--- config.mk ---
export PLATFORM = sky130hd
export DESIGN_NAME = serial_addsub_flat
export DESIGN_NICKNAME = d
export VERILOG_FILES = /design/src/rtl/serial_addsub_if.sv /design/src/rtl/serial_addsub.sv /design/src/flat_wrapper.sv
export SDC_FILE = /design/constraint.sdc
export NUM_CORES = 1
export LEC_CHECK = 0
export ABC_AREA = 1
export CAP_MARGIN = 20
export CORE_UTILIZATION = 46
export DETAILED_ROUTE_END_ITERATION = 10
export GPL_TIMING_DRIVEN = 0
export MAX_ROUTING_LAYER = met4
export PLACE_DENSITY = 0.74
export SYNTH_ARGS = -nofsm -noshare
export SYNTH_HDL_FRONTEND = slang
export SYNTH_SLANG_ARGS = --single-unit
--- constraint.sdc ---
create_clock -name clk -period 1.4 [get_ports clk]
set_input_delay 0.14 -clock clk [delete_from_list [all_inputs] [get_ports clk]]
set_output_delay 0.14 -clock clk [all_outputs]
set_load 0.1 [all_outputs]
--- src/rtl/serial_addsub_if.sv ---
`default_nettype none
`timescale 1ns/1ps
// ============================================================================
// Module      : serial_addsub_if
// Description : Request/response bundle for the serial add/subtract engine.
//               Requester drives start, mode, a, b and cin; the engine
//               returns busy, done, result, cout, ovf and zero.
//               Modports: master (requester side), slave (engine side).
// Revision    : 1.0 - initial release
// ============================================================================
interface serial_addsub_if #(
  parameter int WIDTH = 8
);
  logic             start;
  logic             mode;
  logic [WIDTH-1:0] a;
  logic [WIDTH-1:0] b;
  logic             cin;
  logic             busy;
  logic             done;
  logic [WIDTH-1:0] result;
  logic             cout;
  logic             ovf;
  logic             zero;

  modport master (
    output start, mode, a, b, cin,
    input  busy, done, result, cout, ovf, zero
  );

  modport slave (
    input  start, mode, a, b, cin,
    output busy, done, result, cout, ovf, zero
  );
endinterface
`default_nettype wire

--- src/rtl/serial_addsub.sv ---
`default_nettype none
`timescale 1ns/1ps
// ============================================================================
// Module      : serial_addsub
// Description : Multi-cycle add/subtract unit. Consumes DIGIT bits of the
//               latched operands per clock, LSB slice first, and reports a
//               WIDTH-bit result with carry/borrow, signed overflow and zero.
//               WIDTH >= 2 and DIGIT must divide WIDTH.
// Ports       : clk   - rising-edge clock
//               reset - asynchronous active-high reset
//               bus   - serial_addsub_if.slave (start/mode/a/b/cin in,
//                       busy/done/result/cout/ovf/zero out)
// Revision    : 1.0 - initial release
// ============================================================================
module serial_addsub #(
  parameter int WIDTH = 8,
  parameter int DIGIT = 1
) (
  input  wire logic       clk,
  input  wire logic       reset,
  serial_addsub_if.slave  bus
);

  localparam int                c_n     = WIDTH / DIGIT;
  localparam int                c_cnt_w = (c_n > 1) ? $clog2(c_n) : 1;
  localparam logic [c_cnt_w-1:0] c_last = c_cnt_w'(c_n - 1);

  typedef enum logic [1:0] {
    S_IDLE = 2'd0,
    S_RUN  = 2'd1,
    S_DONE = 2'd2
  } state_t;

  state_t               r_state;
  state_t               w_next;

  // Operands are shifted right each slice so the active slice is always
  // at bit 0; the sign bits are kept separately for the overflow flag.
  logic [WIDTH-1:0]     r_a;
  logic [WIDTH-1:0]     r_b;
  logic                 r_sa;
  logic                 r_sb;
  logic                 r_mode;
  logic                 r_carry;
  logic [c_cnt_w-1:0]   r_cnt;
  logic [WIDTH-1:0]     r_acc;

  logic [WIDTH-1:0]     r_result;
  logic                 r_cout;
  logic                 r_ovf;
  logic                 r_zero;

  logic                 w_accept;
  logic                 w_last;
  logic [DIGIT-1:0]     w_sum;
  logic                 w_cout;
  logic [WIDTH-1:0]     w_acc_next;
  logic [WIDTH-1:0]     w_a_next;
  logic [WIDTH-1:0]     w_b_next;
  logic                 w_sr;
  logic                 w_ovf;

  assign w_accept = bus.start && (r_state != S_RUN);
  assign w_last   = (r_cnt == c_last);

  // ---------------------------------------------------------------- FSM
  always_ff @(posedge clk or posedge reset) begin
    if (reset) begin
      r_state <= S_IDLE;
    end else begin
      r_state <= w_next;
    end
  end

  always_comb begin
    w_next = r_state;
    case (r_state)
      S_IDLE:  w_next = bus.start ? S_RUN : S_IDLE;
      S_RUN:   w_next = w_last ? S_DONE : S_RUN;
      S_DONE:  w_next = bus.start ? S_RUN : S_IDLE;
      default: w_next = S_IDLE;
    endcase
  end

  // ------------------------------------------------------- slice adder
  // Ripple through the DIGIT bits of the current slice. The borrow form
  // differs from the carry form only in the inverted minuend terms.
  always_comb begin : slice_calc
    logic c;
    logic x;
    c     = r_carry;
    x     = 1'b0;
    w_sum = '0;
    for (int i = 0; i < DIGIT; i++) begin
      x        = r_a[i] ^ r_b[i];
      w_sum[i] = x ^ c;
      if (r_mode) begin
        c = (~r_a[i] & r_b[i]) | (~x & c);
      end else begin
        c = (r_a[i] & r_b[i]) | (x & c);
      end
    end
    w_cout = c;
  end

  // New slice enters the accumulator at the top; after N slices the
  // first slice has reached bit 0.
  if (DIGIT == WIDTH) begin : g_single_slice
    assign w_acc_next = w_sum;
    assign w_a_next   = '0;
    assign w_b_next   = '0;
  end else begin : g_multi_slice
    assign w_acc_next = {w_sum, r_acc[WIDTH-1:DIGIT]};
    assign w_a_next   = {{DIGIT{1'b0}}, r_a[WIDTH-1:DIGIT]};
    assign w_b_next   = {{DIGIT{1'b0}}, r_b[WIDTH-1:DIGIT]};
  end

  assign w_sr  = w_acc_next[WIDTH-1];
  assign w_ovf = r_mode ? ((r_sa != r_sb) && (w_sr != r_sa))
                        : ((r_sa == r_sb) && (w_sr != r_sa));

  // ---------------------------------------------------------- datapath
  always_ff @(posedge clk or posedge reset) begin
    if (reset) begin
      r_a      <= '0;
      r_b      <= '0;
      r_sa     <= 1'b0;
      r_sb     <= 1'b0;
      r_mode   <= 1'b0;
      r_carry  <= 1'b0;
      r_cnt    <= '0;
      r_acc    <= '0;
      r_result <= '0;
      r_cout   <= 1'b0;
      r_ovf    <= 1'b0;
      r_zero   <= 1'b0;
    end else if (w_accept) begin
      r_a     <= bus.a;
      r_b     <= bus.b;
      r_sa    <= bus.a[WIDTH-1];
      r_sb    <= bus.b[WIDTH-1];
      r_mode  <= bus.mode;
      r_carry <= bus.cin;
      r_cnt   <= '0;
      r_acc   <= '0;
    end else if (r_state == S_RUN) begin
      r_a     <= w_a_next;
      r_b     <= w_b_next;
      r_carry <= w_cout;
      r_acc   <= w_acc_next;
      r_cnt   <= r_cnt + 1'b1;
      // Visible outputs only move on the final slice so they stay stable
      // for the whole run.
      if (w_last) begin
        r_result <= w_acc_next;
        r_cout   <= w_cout;
        r_ovf    <= w_ovf;
        r_zero   <= (w_acc_next == '0);
      end
    end
  end

  assign bus.busy   = (r_state == S_RUN);
  assign bus.done   = (r_state == S_DONE);
  assign bus.result = r_result;
  assign bus.cout   = r_cout;
  assign bus.ovf    = r_ovf;
  assign bus.zero   = r_zero;

endmodule
`default_nettype wire
--- src/flat_wrapper.sv ---
// flat-port wrapper written by rule: the top's interface ports become plain ports
module serial_addsub_flat 
#(
  parameter int WIDTH = 8,
  parameter int DIGIT = 1
)
  (clk, reset, bus_start, bus_mode, bus_a, bus_b, bus_cin, bus_busy, bus_done, bus_result, bus_cout, bus_ovf, bus_zero);
  serial_addsub_if #(.WIDTH(WIDTH)) bus_i ();
  input  wire logic clk;
  input  wire logic reset;
  input wire logic [$bits(bus_i.start)-1:0] bus_start;
  input wire logic [$bits(bus_i.mode)-1:0] bus_mode;
  input wire logic [$bits(bus_i.a)-1:0] bus_a;
  input wire logic [$bits(bus_i.b)-1:0] bus_b;
  input wire logic [$bits(bus_i.cin)-1:0] bus_cin;
  output wire logic [$bits(bus_i.busy)-1:0] bus_busy;
  output wire logic [$bits(bus_i.done)-1:0] bus_done;
  output wire logic [$bits(bus_i.result)-1:0] bus_result;
  output wire logic [$bits(bus_i.cout)-1:0] bus_cout;
  output wire logic [$bits(bus_i.ovf)-1:0] bus_ovf;
  output wire logic [$bits(bus_i.zero)-1:0] bus_zero;
  assign bus_i.start = bus_start;
  assign bus_i.mode = bus_mode;
  assign bus_i.a = bus_a;
  assign bus_i.b = bus_b;
  assign bus_i.cin = bus_cin;
  assign bus_busy = bus_i.busy;
  assign bus_done = bus_i.done;
  assign bus_result = bus_i.result;
  assign bus_cout = bus_i.cout;
  assign bus_ovf = bus_i.ovf;
  assign bus_zero = bus_i.zero;
  serial_addsub #(.WIDTH(WIDTH), .DIGIT(DIGIT)) u_core (.clk(clk), .reset(reset), .bus(bus_i));
endmodule
==> results.md, run 1 <==
* Critical path cell sequence: buf_4, fa_1, nand2_1, o21ai_2, nand2_1, nand3_1
* Max frequency at 0.720 GHz
* Die X at 65.3 microns
* Post-layout power at 0.00615 W
* Adder-cell share of the synthesized area at 0.0353
* Placement Rows at 22
* Deepest clock path buffer count at 2
* Sequential Area at around 1100 sq um
* Final count of pins violating max slew at 0
* Final-layout fill cell count at 326
* CTS H-Tree Depth at 2
* Portion of the clock cycle consumed by the worst path in the final layout at 0.992
* Post-layout net count at 278
* Number of storage elements in the synthesis netlist at between 40 and 50
* Overall via count from detail_route at 1471
* Residual DRC count at 0
* Most prevalent standard cell on the critical path: nand2_1
* Buffering stage count on the worst path with inverters included at 1
* Wire length reported by the detailed router at 3.65 mm
* Number of enable-type register cells in the synthesized netlist at 0
* Share of the synthesized area in the top cell type at 0.584
* GRT Residual Overflow at 0
* Data arrival time of the worst path at 1.57 ns
* Inserted Clock Buffers at 5
* Worst setup timing slack at the placement stage at -0.764 ns
* Slowest CP cell: fa_1
* Number of hold buffers added after cts at 0
* Pin count of the biggest net entering global routing at 44
* Post-Synthesis Cell Area at between 1500 and 2000 sq um
* Number of endpoints with negative hold slack in the final report at 0
* Top cells by area in the synthesized netlist: dfrtp_1 58%, nand2_1 16%, nand3_1 5.7%, inv_1 3.7%, o22ai_1 2.4%
* Pwr/cell area at 2550 nW/um^2
* Detail Route Antenna Nets at 0
* Fraction of layout cells with a size suffix above 1 at 0.185
* Drt first-iter violations at 74
* Crit path capture type: register
* Synthesized-area fraction occupied by and/or/nand/nor cells at 0.247
* Path type of the worst setup path: register to register
* Maxcap violations at 0
* Fraction of the yosys area taken by sequential cells at 0.584
* WP data required at around 1.6 ns
* Worst R2R Setup Slack at 0.01 ns
* Reg2reg path depth at 6
* Post-synthesis average cell area at 8.90 sq um
* I/O pin total at 34
* Number of unique standard cell types used by synthesis at 19
* Standard cell core area at 3740 sq um
* Dominant combinational cell family by area after synthesis: simple AND/OR/NAND/NOR gates
* Setup Viol. Count Final at 0
* Startpoint type of the worst setup path: register
* Port bufs at 33
* Overall global routing resource usage at 0.200
* Die outline height at about 65 microns
* Capture instance of the worst register-to-register path: u_core.r_carry
* Register clock-pin slew on the reported worst setup and hold paths at 0.07 ns
* Initial antenna violation count at 0
* CTS tree: yes
* Antenna cells at 0
* Startpoint of the worst register-to-register path: u_core.r_carry
* Cell leakage power at 1.20 nW
* Num Clock Sinks at 43
* Complex-gate fraction of the synthesized area at 0.0618
* Family with the most delay on the worst path: adder cells
* Slew @ Worst Pin at ~0.86 ns
* Final clock skew at 0.00494 ns
* Worst vdd ir at about 0.0013 V
* Setup repair after global routing missed its margin: yes
* Crit-path max cell delay at 0.42 ns
* Area of the multi-input gates at 653 sq um
* Library cell with the highest instance count after synthesis: nand2_1
* First-pass DRT Iterations at 4
* Clk Tree Root Cell: clkbuf_8
* Top flip-flop cell by instance count after synthesis: dfrtp_1
* Cell accounting for the most synthesized area: dfrtp_1
* Largest fanout of any net on the critical path at 3
* Skew-Pair Late Insertion Delay at 0.29 ns
* Worst-case headroom to the max-slew limit at 0.424
* Signed area change from the synthesized netlist to the final layout at 30.8%
* DP Wirelength at roughly 2.5 mm
* Die ar. at around 4300 sq um
* Outcome: complete, no violations
* Mux share of post-synthesis cell area at 0
* Placer Congestion at 0.740
* Post-synth ARST share at 1.00
* Initial Util at 0.492
* Average detailed-routed wire length per instance at ~12 microns
* XOR/XNOR Fraction of Synth Area at 0
* Yosys warnings at 0
* Number of global-route vias before repair at ~1400
* Clock period minus final worst setup slack at roughly 1.4 ns
* Drt via density at 4.87
* Min setup slack post-route at 0.0111 ns
* Most frequent cells after synthesis: 81 x nand2_1, 43 x dfrtp_1, 21 x nand3_1
* Global-route wire length before repair at 6.14 mm
* Type of the tightest min-delay check: input port to asynchronous set/reset pin
* Synth Net Count at between 200 and 250
* Synth Instances at 207
## cell usage in the layout (no fill, tap or decap), drive strengths merged
master | netlist | routed
nand2 | 82 | 82
dfrtp | 43 | 43
nand3 | 21 | 21
clkdlybuf4s50 | 0 | 20
inv | 20 | 20
buf | 8 | 16
o21ai | 13 | 13
clkdlybuf4s15 | 0 | 11
nor2 | 8 | 8
o22ai | 7 | 7
clkbuf | 0 | 7
fa | 2 | 2
ha | 2 | 2
a21oi | 1 | 1
clkinv | 0 | 1
## power breakdown
part | total [W] | switching (W) | internal (W) | leakage [nW]
clock network | 0.000749 | 0.000399 | 0.000350 | 0.0422
registers | 0.00207 | 0.000290 | 0.00178 | 0.547
logic | 0.00333 | 0.00233 | 0.00100 | 0.606
total | 0.00615 | 0.00302 | 0.00313 | 1.20
## how the worst max path moves through the flow
stage	start	end	cells after the start
after floorplan	u_core.r_state[1]	bus_done	2
after global routing	u_core.r_b[0]	u_core.bus.ovf	7
after global placement	u_core.r_state[0]	bus_busy	5
final	u_core.r_carry	u_core.r_carry	6
after detailed placement	u_core.r_state[0]	bus_busy	5
after CTS	u_core.r_state[0]	bus_busy	5
## repair_timing
item	CTS	global route
gates resized for setup	57	6
cloned	0	1
setup endpoints to repair	17	12
pin swaps	2	4
buffers inserted	2	4
## sequential cells by signal, indices dropped and copies added (netlist names), 2 cells and up
| name | count |
|---|---|
| u_core.r_state | 2 |
| u_core.r_acc | 7 |
| u_core.bus.result | 8 |
| u_core.r_cnt | 3 |
| u_core.r_a | 8 |
| u_core.r_b | 8 |
## routing by layer
layer  GRT usage  up-vias  part of all wire
met5           -        -                 0
met4      0.0815        0             0.018
met3      0.0521        5             0.039
met2       0.316       28              0.47
met1       0.245      703              0.47
li1            -      735                 -
## worst register-to-register path: cells and delay by family, from the launching register on
family	cells	cell delay (ns)
adder cells (fa/ha/maj)	1	0.42
flip-flops	1	0.41
AO/OA/AOI/OAI	1	0.07
buffers and inverters	1	0.15
AND/OR/NAND/NOR	3	0.24
## cell families after synthesis
family	Yosys count
compound gates	21
buf+inv	28
flops	43
simple gates	111
fa+ha+maj	4
## through the flow
| stage | instance area [sq um] | TNS, ns | cells | hold slack [ns] | util |
|---|---|---|---|---|---|
| 3_3_place_gp | 2240 | -29.55 | 288 | 0.457 | 0.597 |
| 6_report | 2410 | 0 | 302 | 0.342 | 0.644 |
| 5_1_grt | 2410 | -0.223 | 302 | 0.409 | 0.644 |
| 3_5_place_dp | 2240 | -3.56 | 288 | 0.460 | 0.597 |
| 2_1_floorplan | 1850 | 0 | 207 | 0.260 | - |
| 4_1_cts | 2370 | -0.126 | 298 | 0.375 | 0.634 |
## cell type report
cell class	count	share of cell area
Clock inverter	1	0.00208
Sequential cell	43	0.447
Multi-Input combinational cell	136	0.271
Inverter	20	0.0322
Timing Repair Buffer	40	0.168
Buffer	7	0.0234
Tap cell	48	0.0249
Clock buffer	7	0.0317
(Power assumes the default switching activity.)
==> run 2, diff against run 1 <==
SETUP_SLACK_MARGIN = 0.02   (was default)
==> results.md, run 2 (synthesized netlist as in run 1, its figures left out) <==
* Setup Viol. Count Final at 0
* Type of the tightest min-delay check: input port to asynchronous set/reset pin
* Die ar. at 4260 sq um
* Global-route wire length before repair at 6.17 mm
* Crit path capture type: register
* Worst slack on hold paths at 0.345 ns
* DP Wirelength at 2.46 mm
* Number of endpoints with negative hold slack in the final report at 0
* First-pass DRT Iterations at 4
* Leading cell types in the layout, fill and taps excluded: 80 x nand2_1, 43 x dfrtp_1, 20 x clkdlybuf4s50_1
* Setup repair after global routing missed its margin: yes
* Fraction of layout cells with a size suffix above 1 at 0.207
* Maxcap violations at 0
* Clock period minus final worst setup slack at 1.39 ns
* Skew-Pair Late Insertion Delay at 0.30 ns
* Signed area change from the synthesized netlist to the final layout at 32.3%
* Port bufs at 33
* Leading cell type in the layout, fill and taps excluded: nand2_1
* Max frequency at 0.719 GHz
* Register clock-pin slew on the reported worst setup and hold paths at 0.08 ns
* Die X at 65.3 microns
* Data arrival time of the worst path at 1.63 ns
* Path type of the worst setup path: register to register
* Overall via count from detail_route at 1463
* Largest fanout of any net on the critical path at 4
* CTS H-Tree Depth at 2
* Num Clock Sinks at 43
* Final-layout fill cell count at about 320
* Post-layout power at 0.00622 W
* Clk Tree Root Cell: clkbuf_8
* Standard cell core area at 3740 sq um
* Die outline height at 65.3 microns
* Average detailed-routed wire length per instance at 12.2 microns
* Initial antenna violation count at 0
* Deepest clock path buffer count at 2
* Placer Congestion at 0.740
* Post-layout net count at 280
* WP data required at roughly 1.6 ns
* Final clock skew at 0.00555 ns
* Antenna cells at 0
* Inserted Clock Buffers at 5
* Portion of the clock cycle consumed by the worst path in the final layout at 0.994
* Drt first-iter violations at between 90 and 100
* Final count of pins violating max slew at 0
* Drt via density at 4.81
* Placement Rows at 22
* GRT Residual Overflow at 0
* Startpoint type of the worst setup path: register
* Residual DRC count at 0
* Finished Core Util at 0.651
* Number of hold buffers added after cts at 0
* Number of global-route vias before repair at 1396
* Slew @ Worst Pin at 0.872 ns
* Overall global routing resource usage at 0.201
* I/O pin total at 34
* Wire length reported by the detailed router at approximately 3.7 mm
* Outcome: complete, no violations
* Detail Route Antenna Nets at 0
* Cell leakage power at roughly 1.2 nW
* Worst-case headroom to the max-slew limit at 0.418
* Initial Util at 0.492
* Pwr/cell area at 2550 nW/um^2
* CTS tree: yes
* Worst vdd ir at 0.00132 V
* Pin count of the biggest net entering global routing at 44
## run 2: cell types whose count changed in the layout (fill, tap and decap cells not counted), sizes merged
cell | before | now
clkdlybuf4s15 | 11 | 8
clkdlybuf4s18 | 0 | 3
buf | 16 | 18
## run 2: final timing paths
kind / from / to / slack, ns / cells past startpoint
min reg2reg: u_core.r_a[7] / u_core.r_a[7] / 0.48 / 2
max in group asynchronous: reset / u_core.r_b[3] / 0.51 / 2
min in group clk: bus_b[6] / u_core.r_b[6] / 0.40 / 3
max: u_core.r_b[0] / u_core.bus.zero / 0.009 / 7
min: reset / u_core.bus.result[2] / 0.34 / 2
max reg2reg: u_core.r_b[0] / u_core.bus.zero / 0.009 / 7
## run 2: area by class of cell
cell class | count | area [sq um] | share of cell area
Sequential cell | 43 | 1080 | 0.441
Clock buffer | 7 | 76.3 | 0.0313
Clock inverter | 1 | 5.00 | 0.00205
Inverter | 20 | 77.6 | 0.0318
Tap cell | 48 | 60.1 | 0.0246
Buffer | 7 | 56.3 | 0.0231
Multi-Input combinational cell | 136 | 671 | 0.275
Timing Repair Buffer | 42 | 417 | 0.171
## run 2: power by group
group	switching [W]	internal (W)
clock	0.000407	0.000350
combinational	0.00235	0.00105
sequential	0.000290	0.00178
## run 2: metal layers
| layer | share of wire | global-route usage |
|---|---|---|
| met5 | 0 | - |
| met2 | 0.47 | 0.318 |
| met1 | 0.48 | 0.244 |
| met4 | 0.017 | 0.0815 |
| met3 | 0.031 | 0.0521 |
## run 2: worst max-delay path, cell delays in order, from the launching register on
cell and delay [ns]:
dfrtp_1 0.39, inv_2 0.05, fa_1 0.50, inv_2 0.11
nand3_2 0.08, nor2_2 0.10, nand2_1 0.05, nand2_1 0.05
## run 2: repair_timing
item / in CTS / in global routing
gates resized for setup: 60 / 10
buffers inserted: 2 / 6
cloned: 0 / 1
endpoints found under the setup margin: 21 / 16
pin swaps: 2 / 5
## run 2: metrics by stage
stage / TNS, ns / cells / setup slack (ns) / cell area [sq um]
2_1_floorplan: 0 / 207 / 0.0416 / 1850
3_3_place_gp: -29.55 / 288 / -0.751 / 2240
3_5_place_dp: -3.56 / 288 / -0.764 / 2240
4_1_cts: -0.126 / 298 / -0.126 / 2380
5_1_grt: -0.128 / 304 / -0.0642 / 2440
6_report: 0 / 304 / 0.00864 / 2440
==> run 3, diff against run 2 <==
CORE_UTILIZATION = 48   (was 46)
CTS_BUF_LIST = sky130_fd_sc_hd__clkbuf_2   (was default)
PLACE_DENSITY = 0.77   (was 0.74)
==> results.md, run 3 (synthesized netlist as in run 1, its figures left out) <==
* Inserted Clock Buffers at 5
* Largest fanout of any net on the critical path at 4
* Leading cell types in the layout, fill and taps excluded: 81 x nand2_1, 43 x dfrtp_1, 20 x nand3_1, 20 x clkdlybuf4s50_1, 14 x inv_1
* Residual DRC count at 0
* Signed area change from the synthesized netlist to the final layout at 30.5%
* Pin count of the biggest net entering global routing at 44
* Post-layout power at between 0.006 and 0.007 W
* Initial Util at 0.503
* DP Wirelength at ~2.5 mm
* Wire length reported by the detailed router at 3.84 mm
* Pwr/cell area at 2590 nW/um^2
* Sequential Area at 1080 sq um
* Launch point of the worst path: u_core.r_state[0]
* Post-layout net count at 280
* I/O pin total at 34
* Violated checks: setup timing
* Portion of the clock cycle consumed by the worst path in the final layout at 1.09
* Crit-path max cell delay at 0.46 ns
* Cell leakage power at 1.22 nW
* First-pass DRT Iterations at 4
* Final count of pins violating max slew at 0
* Final Instance Count excl. Fillers at 304
* Die ar. at 4090 sq um
* Critical path cell sequence: inv_2, nor2_4, buf_6, buf_8, buf_12
* Worst setup timing slack at the placement stage at -0.744 ns
* Placer Congestion at 0.760
* CTS tree: yes
* Worst slack on hold paths at 0.193 ns
* Antenna cells at 0
* Register clock-pin slew on the reported worst setup and hold paths at 0.22 ns
* Startpoint of the worst register-to-register path: u_core.r_cnt[0]
* Final clock skew at about 0.019 ns
* Fraction of layout cells with a size suffix above 1 at 0.203
* Clock period minus final worst setup slack at 1.52 ns
* Min setup slack post-route at -0.120 ns
* Maxcap violations at 0
* CTS H-Tree Depth at 2
* Initial antenna violation count at 0
* Standard cell core area at around 3700 sq um
* Max frequency at about 0.66 GHz
* Port bufs at 33
* Slowest CP cell: dfrtp_1
* Type of the tightest min-delay check: input port to asynchronous set/reset pin
* Data arrival time of the worst path at 1.38 ns
* Drt via density at 4.96
* Number of endpoints with negative hold slack in the final report at 0
* Global-route wire length before repair at 6.53 mm
* Crit path capture type: output port
* Clk Tree Root Cell: clkbuf_2
* Final-layout fill cell count at 312
* Leading cell type in the layout, fill and taps excluded: nand2_1
* Slew @ Worst Pin at 0.875 ns
* Startpoint type of the worst setup path: register
* Setup repair after global routing missed its margin: yes
* Placed cell count at 288
* Overall global routing resource usage at 0.217
* Setup Viol. Count Final at 5
* Outcome: complete, but fails checks
* Area of the multi-input gates at 664 sq um
* Path type of the worst setup path: register to output port
* Placement Rows at 22
* Detail Route Antenna Nets at 0
* Deepest clock path buffer count at 2
* Drt first-iter violations at 99
* Number of hold buffers added after cts at 0
* GRT Residual Overflow at 0
* Number of global-route vias before repair at ~1400
* Skew-Pair Late Insertion Delay at 0.41 ns
* Worst vdd ir at 0.00106 V
* Die outline height at 64.0 microns
* Finished Core Util at 0.657
* WP data required at 1.26 ns
* Num Clock Sinks at 43
* Average detailed-routed wire length per instance at 12.6 microns
* Worst-case headroom to the max-slew limit at 0.416
* Overall via count from detail_route at roughly 1500
* Die X at around 64 microns
* Reg2reg path depth at 7
[run 3: cell types whose count changed in the layout (fill, tap and decap cells not counted), sizes merged]
cell / delta
clkdlybuf4s15: -8
clkinv: +1
bufinv: +1
buf: -1
clkbuf: +10
clkdlybuf4s18: -3
[run 3: final cells by class]
cell class,count,share of cell area
Clock buffer,5,0.0104
Tap cell,48,0.0250
Inverter,20,0.0323
Multi-Input combinational cell,136,0.276
Timing Repair Buffer,41,0.161
Clock inverter,3,0.0161
Buffer,8,0.0317
Sequential cell,43,0.447
[run 3: stage by stage]
stage               instance area, sq um  TNS (ns)
floorplan                           1850         0
global placement                    2240    -28.36
detailed placement                  2240     -3.51
CTS                                 2360    -0.183
global route                        2400     -1.06
finish                              2400    -0.251
[run 3: report_power, final]
part / switching, W / internal, W / total, W
Combinational: 0.00242 / 0.00107 / 0.00350
Clock: 0.000402 / 0.000294 / 0.000696
Sequential: 0.000281 / 0.00177 / 0.00205
Total: 0.00311 / 0.00313 / 0.00624
[run 3: worst max-delay path: cells and delay by family, from the launching register on]
kind | cells | cell delay, ns
buffers and inverters | 4 | 0.42
DFF | 1 | 0.46
and+or+nand+nor | 1 | 0.09
[run 3: repair_timing]
action                                  in CTS  in global routing
buffers inserted                             9                  0
pin swaps                                    6                  4
hold endpoints to repair                     0                  0
gates resized for setup                     83                 20
endpoints found under the setup margin      26                 36
[run 3: path summary, 6_finish.rpt]
check | end | slack (ns)
min | u_core.bus.result[1] | 0.19
min in group clk | u_core.r_a[1] | 0.27
min reg2reg | u_core.r_a[4] | 0.51
max in group asynchronous | u_core.r_b[1] | 0.65
max reg2reg | u_core.bus.cout | -0.03
max | bus_busy | -0.12
[run 3: metal layers]
metal	wire, microns	GRT usage
met5	0	-
met4	45	0.0568
met3	141	0.0536
met2	1880	0.336
met1	1780	0.286
